File: config.mk
export PLATFORM = sky130hd
export DESIGN_NAME = dplca_txop_claim_tracker_flat
export DESIGN_NICKNAME = d
export VERILOG_FILES = /design/src/rtl/dplca_txop_claim_tracker_if.sv /design/src/rtl/dplca_txop_claim_tracker.sv /design/src/flat_wrapper.sv
export SDC_FILE = /design/constraint.sdc
export NUM_CORES = 2
export LEC_CHECK = 0
export ABC_AREA = 1
export CAP_MARGIN = 20
export CORE_MARGIN = 1.5
export CORE_UTILIZATION = 50
export CTS_CLUSTER_SIZE = 30
export DETAILED_ROUTE_END_ITERATION = 8
export PLACE_DENSITY = 0.74
export SYNTH_ARGS = -nofsm -noshare
export SYNTH_HDL_FRONTEND = slang
export SYNTH_SLANG_ARGS = --single-unit
File: constraint.sdc
create_clock -name clk -period 9.7 [get_ports clk]
set_input_delay 1.455 -clock clk [delete_from_list [all_inputs] [get_ports clk]]
set_output_delay 1.455 -clock clk [all_outputs]
set_load 0.1 [all_outputs]
File: src/rtl/dplca_txop_claim_tracker_if.sv
// D-PLCA TXOP claim tracker bus: receive-path observations in, claim table and pulses out.
interface dplca_txop_claim_tracker_if;
    logic         dplca_en;
    logic         dplca_aging;
    logic         plca_status;
    logic [1:0]   rx_cmd;
    logic [7:0]   curID;
    logic         to_done;
    logic         to_active;
    logic [511:0] txop_claim_table_unpacked;
    logic         dplca_txop_table_upd;
    logic         dplca_new_age;
    logic [8:0]   dplca_claim_count;

    // Side that drives the observations (PLCA RS receive path / 148.8 machine)
    modport master (
        output dplca_en, dplca_aging, plca_status, rx_cmd, curID, to_done, to_active,
        input  txop_claim_table_unpacked, dplca_txop_table_upd, dplca_new_age, dplca_claim_count
    );

    // Side that owns the claim table (the tracker itself)
    modport slave (
        input  dplca_en, dplca_aging, plca_status, rx_cmd, curID, to_done, to_active,
        output txop_claim_table_unpacked, dplca_txop_table_upd, dplca_new_age, dplca_claim_count
    );
endinterface

File: src/rtl/dplca_txop_claim_tracker.sv
// D-PLCA TXOP claim tracker: records which TO IDs are claimed, counts beacon
// cycles, ages the table every AGE_CYCLES beacons and reports the claim count.
module dplca_txop_claim_tracker #(
    parameter int AGE_CYCLES = 8,
    parameter int CLAIM_MAX  = 3
) (
    input logic                         clk,
    input logic                         reset_n,
    dplca_txop_claim_tracker_if.slave   bus
);

    localparam logic [1:0] CMD_BEACON = 2'b00;
    localparam logic [1:0] CLAIM_VAL  = 2'(CLAIM_MAX);
    localparam logic [7:0] AGE_LAST   = 8'(AGE_CYCLES - 1);

    logic [511:0] table_q;
    logic         prev_beacon;
    logic [7:0]   age_cnt;
    logic         upd_q;
    logic         new_age_q;
    logic [8:0]   count_q;
    logic [8:0]   count_next;

    logic clear;
    logic bcn_edge;
    logic claim;
    logic age_step;

    // dplca_en low wipes table state exactly like reset, without being a reset port
    assign clear    = !reset_n || !bus.dplca_en;
    assign bcn_edge = (bus.rx_cmd == CMD_BEACON) && !prev_beacon;
    assign claim    = bus.to_done && bus.to_active && bus.plca_status;
    assign age_step = bcn_edge && bus.dplca_aging && (age_cnt == AGE_LAST);

    // Beacon edge detection, cycle counting and the registered upd/new_age pulses
    always_ff @(posedge clk) begin
        if (clear) begin
            prev_beacon <= 1'b1;
            age_cnt     <= '0;
            upd_q       <= 1'b0;
            new_age_q   <= 1'b0;
        end else begin
            prev_beacon <= (bus.rx_cmd == CMD_BEACON);
            upd_q       <= bcn_edge;
            new_age_q   <= age_step;
            if (bcn_edge && bus.dplca_aging) begin
                age_cnt <= age_step ? 8'd0 : age_cnt + 8'd1;
            end
        end
    end

    // Claim table update: a claim on this cycle beats a simultaneous aging decrement
    always_ff @(posedge clk) begin
        for (int i = 0; i < 256; i++) begin
            if (clear) begin
                table_q[2*i +: 2] <= 2'd0;
            end else if (claim && (bus.curID == 8'(i))) begin
                table_q[2*i +: 2] <= CLAIM_VAL;
            end else if (age_step && (table_q[2*i +: 2] != 2'd0)) begin
                table_q[2*i +: 2] <= table_q[2*i +: 2] - 2'd1;
            end
        end
    end

    // Population count of nonzero entries in the current table
    always_comb begin
        count_next = '0;
        for (int i = 0; i < 256; i++) begin
            count_next = count_next + 9'(|table_q[2*i +: 2]);
        end
    end

    // Registered claim count, one cycle behind the table
    always_ff @(posedge clk) begin
        if (clear) begin
            count_q <= '0;
        end else begin
            count_q <= count_next;
        end
    end

    assign bus.txop_claim_table_unpacked = table_q;
    assign bus.dplca_txop_table_upd      = upd_q;
    assign bus.dplca_new_age             = new_age_q;
    assign bus.dplca_claim_count         = count_q;

endmodule
File: src/flat_wrapper.sv
// flat-port wrapper written by rule: the top's interface ports become plain ports
module dplca_txop_claim_tracker_flat 
#(
    parameter int AGE_CYCLES = 8,
    parameter int CLAIM_MAX  = 3
)
  (clk, reset_n, bus_dplca_en, bus_dplca_aging, bus_plca_status, bus_rx_cmd, bus_curID, bus_to_done, bus_to_active, bus_txop_claim_table_unpacked, bus_dplca_txop_table_upd, bus_dplca_new_age, bus_dplca_claim_count);
  dplca_txop_claim_tracker_if bus_i ();
  input logic clk;
  input logic reset_n;
  input wire logic [$bits(bus_i.dplca_en)-1:0] bus_dplca_en;
  input wire logic [$bits(bus_i.dplca_aging)-1:0] bus_dplca_aging;
  input wire logic [$bits(bus_i.plca_status)-1:0] bus_plca_status;
  input wire logic [$bits(bus_i.rx_cmd)-1:0] bus_rx_cmd;
  input wire logic [$bits(bus_i.curID)-1:0] bus_curID;
  input wire logic [$bits(bus_i.to_done)-1:0] bus_to_done;
  input wire logic [$bits(bus_i.to_active)-1:0] bus_to_active;
  output wire logic [$bits(bus_i.txop_claim_table_unpacked)-1:0] bus_txop_claim_table_unpacked;
  output wire logic [$bits(bus_i.dplca_txop_table_upd)-1:0] bus_dplca_txop_table_upd;
  output wire logic [$bits(bus_i.dplca_new_age)-1:0] bus_dplca_new_age;
  output wire logic [$bits(bus_i.dplca_claim_count)-1:0] bus_dplca_claim_count;
  assign bus_i.dplca_en = bus_dplca_en;
  assign bus_i.dplca_aging = bus_dplca_aging;
  assign bus_i.plca_status = bus_plca_status;
  assign bus_i.rx_cmd = bus_rx_cmd;
  assign bus_i.curID = bus_curID;
  assign bus_i.to_done = bus_to_done;
  assign bus_i.to_active = bus_to_active;
  assign bus_txop_claim_table_unpacked = bus_i.txop_claim_table_unpacked;
  assign bus_dplca_txop_table_upd = bus_i.dplca_txop_table_upd;
  assign bus_dplca_new_age = bus_i.dplca_new_age;
  assign bus_dplca_claim_count = bus_i.dplca_claim_count;
  dplca_txop_claim_tracker #(.AGE_CYCLES(AGE_CYCLES), .CLAIM_MAX(CLAIM_MAX)) u_core (.clk(clk), .reset_n(reset_n), .bus(bus_i));
endmodule
==> results.ini <==
[routing]
wire_per_inst_um = 19.1
wl_mm = 128
vias = 36327
drc = 0
postRouteAntennaNets = 0
dr.pass1.iters = 6
drtIter0Drc = 3026
avgViaCountPerCell = 5.40

[die]
dieArea_um2 = 76600
initial_core_util_pct = 50.4
die_y_um = 277
io_pins = 540
num_rows = 100
core-area_um2 = 74300
dieWidth_um = 277

[synth]
ys_types = 30
yosys_warnings = 0
netlist_area_um2 = 37500
synth_edf_count = 0
ys_ff_latch = 532
yosysSeqAreaShare_pct = 28.4
synthCells = 5252
dominantRegCellSynth = dfxtp_1
synthArstFlopShare_pct = 0
syn_avg_cell_area_um2 = 7.13
syn-num-nets = 5808

[clocking]
cts_max_path_buffers = 3
post-cts-setup-buffers = 0
clock_sinks = 532
cts_max_level = 2
clock_latency_ns = 0.66
cts_buffers = 61
root_buffer = clkbuf_16
cts.reportedPaths.clkPinSlew_ns = 0.06
ctsHoldBuffers = 0
ctsResizeCount = 0
cts_tree = built

[min_path]
hold_class = reg2reg
worstHoldStart = u_core.age_cnt[7]
hold_depth = 2
min_to = u_core.age_cnt[7]

[worst_setup_path]
crit_required_ns = 10.23
path_max_fanout = 4
crit-reg2reg-launch = u_core.bus.txop_claim_table_unpacked[190]
crit_arrival_ns = 9.10
worstSetupStartpointType = register
critPathCaptureType = register
crit_path_max_incr_delay_ns = 0.59
criticalPathCategory = reg2reg
r2r_slack_ns = 1.13
slowest_stage = fa_1
rr_endpoint = u_core.bus.dplca_claim_count[6]
cp_top_family = adder cells
crit_path_frequent_cell = fa_1
r2r_cells = 30
cp_num_buf_inv = 10

[placement]
dp_hpwl_mm = 93.2
routabilityCongestion = 0.911
io_buffers = 539

[pwr]
power.density_nw_per_um2 = 105
ir_drop_uv = 159
power_leakage_uw = 0.0190
p_total_uw = 4800

[timing]
fin_crit_ns = 8.57
finalMaxSlewViolations = 0
fmax_mhz = 117
rsz0062_at_grt = false
min_period_over_period_pct = 88.4
slew_headroom_pct = 22.0
finalSetupViolations = 0
worstMarginPinSlew_ns = 1.17
whs_ns = 0.480
setup_tns_ns = 0
finalHoldViolCount = 0
skew_ns = 0.0235

[final_layout]
syn_to_final_growth_pct = 21.4
layout-drive-gt1-share_pct = 3.48
final_common_cell = nand2_1
final_nets = 6255
final_cell_mix = nand2_1, inv_1, nand3_1

[global_routing]
grt_max_degree = 182
antenna_found_initial = 6
grt_pass1_wl_mm = 194
grt-ovfl-total = 0
grtUsageTotal_pct = 32.9
grt_pass1_vias = 33442

[status]
outcome = finished, final reports clean

[run]
max-cap-violations = 0

-- kinds of logic after synthesis --
logic type      after synthesis  share of synthesized area [%]
simple gates               2431                           28.8
buf+inv                    1210                           12.7
compound gates              539                           7.21
fa+ha+maj                   539                           22.8
flops                       532                           28.4
xor+xnor                      1                         0.0234
-- cell usage after synthesis (20+ instances only) --
cell type     n  area (µm²)
nand3_1     973        4870
buf_4        25         188
buf_2        79         395
fa_1        242        4840
nand3_2      20         200
a21oi_1     526        2630
clkbuf_1     60         225
ha_1        297        3720
nor2_1       36         135
inv_1      1027        3850
nand2_1    1344        5040
nor2_4       29         327
dfxtp_1     532       10700
-- state kept, by name, indices dropped and copies added, names as in the netlist --
name and flops:
u_core.age_cnt 8, u_core.bus.dplca_claim_count 9, u_core.bus.dplca_new_age 1, u_core.bus.dplca_txop_table_upd 1, u_core.bus.txop_claim_table_unpacked 512, u_core.prev_beacon 1
-- routing by layer --
| metal | routed length, µm | global-route usage, % | part of all wire (%) | up-vias |
|---|---|---|---|---|
| met5 | 23 | 0 | 0.018 | - |
| met4 | 8280 | 18.7 | 6.5 | 4 |
| met2 | 59600 | 54.4 | 46 | 1373 |
| met3 | 10100 | 6.23 | 7.9 | 337 |
| met1 | 50400 | 40.2 | 39 | 17079 |
| li1 | - | - | - | 17534 |
-- power by group --
group          switching [µW]  total [µW]  leakage, µW  internal, µW
clock network            1020        2460      0.00105          1440
registers               0.763        2190      0.00428          2190
logic                     129         152       0.0137          22.5
-- how the worst max path moves through the flow --
stage,start,to,cells after the start
2_1_floorplan,u_core.bus.txop_claim_table_unpacked[190],u_core.bus.dplca_claim_count[6],30
3_3_place_gp,u_core.bus.txop_claim_table_unpacked[190],u_core.bus.dplca_claim_count[6],30
3_5_place_dp,u_core.bus.txop_claim_table_unpacked[190],u_core.bus.dplca_claim_count[6],30
4_1_cts,u_core.bus.txop_claim_table_unpacked[190],u_core.bus.dplca_claim_count[6],30
5_1_grt,u_core.bus.txop_claim_table_unpacked[190],u_core.bus.dplca_claim_count[6],30
6_report,u_core.bus.txop_claim_table_unpacked[190],u_core.bus.dplca_claim_count[6],30
-- layout make-up --
cell class	instances	area, µm²
Fill cell	6757	28800
Multi-Input combinational cell	3510	22100
Sequential cell	532	10700
Timing Repair Buffer	556	5560
Inverter	1038	3900
Clock buffer	87	1800
Tap cell	969	1210
Clock inverter	27	295
Antenna cell	4	10.0
-- worst register-to-register path: cells and delay by family, from the launching register on --
kind | cells | cell delay (ns)
flops | 1 | 0.38
fa+ha+maj | 14 | 6.91
compound gates | 1 | 0.18
buf+inv | 10 | 0.61
simple gates | 5 | 0.37
-- stage by stage --
step / instances / utilization (%) / setup WS (ns) / instance area, µm²
floorplan: 5252 / - / 0.944 / 37500
global placement: 6605 / 58.4 / 1.23 / 43400
detailed placement: 6605 / 58.4 / 1.16 / 43400
CTS: 6719 / 61.2 / 1.09 / 45500
global route: 6722 / 61.2 / 0.767 / 45500
finish: 6723 / 61.2 / 1.13 / 45500
Note: power is estimated with default switching activity, not from simulation.
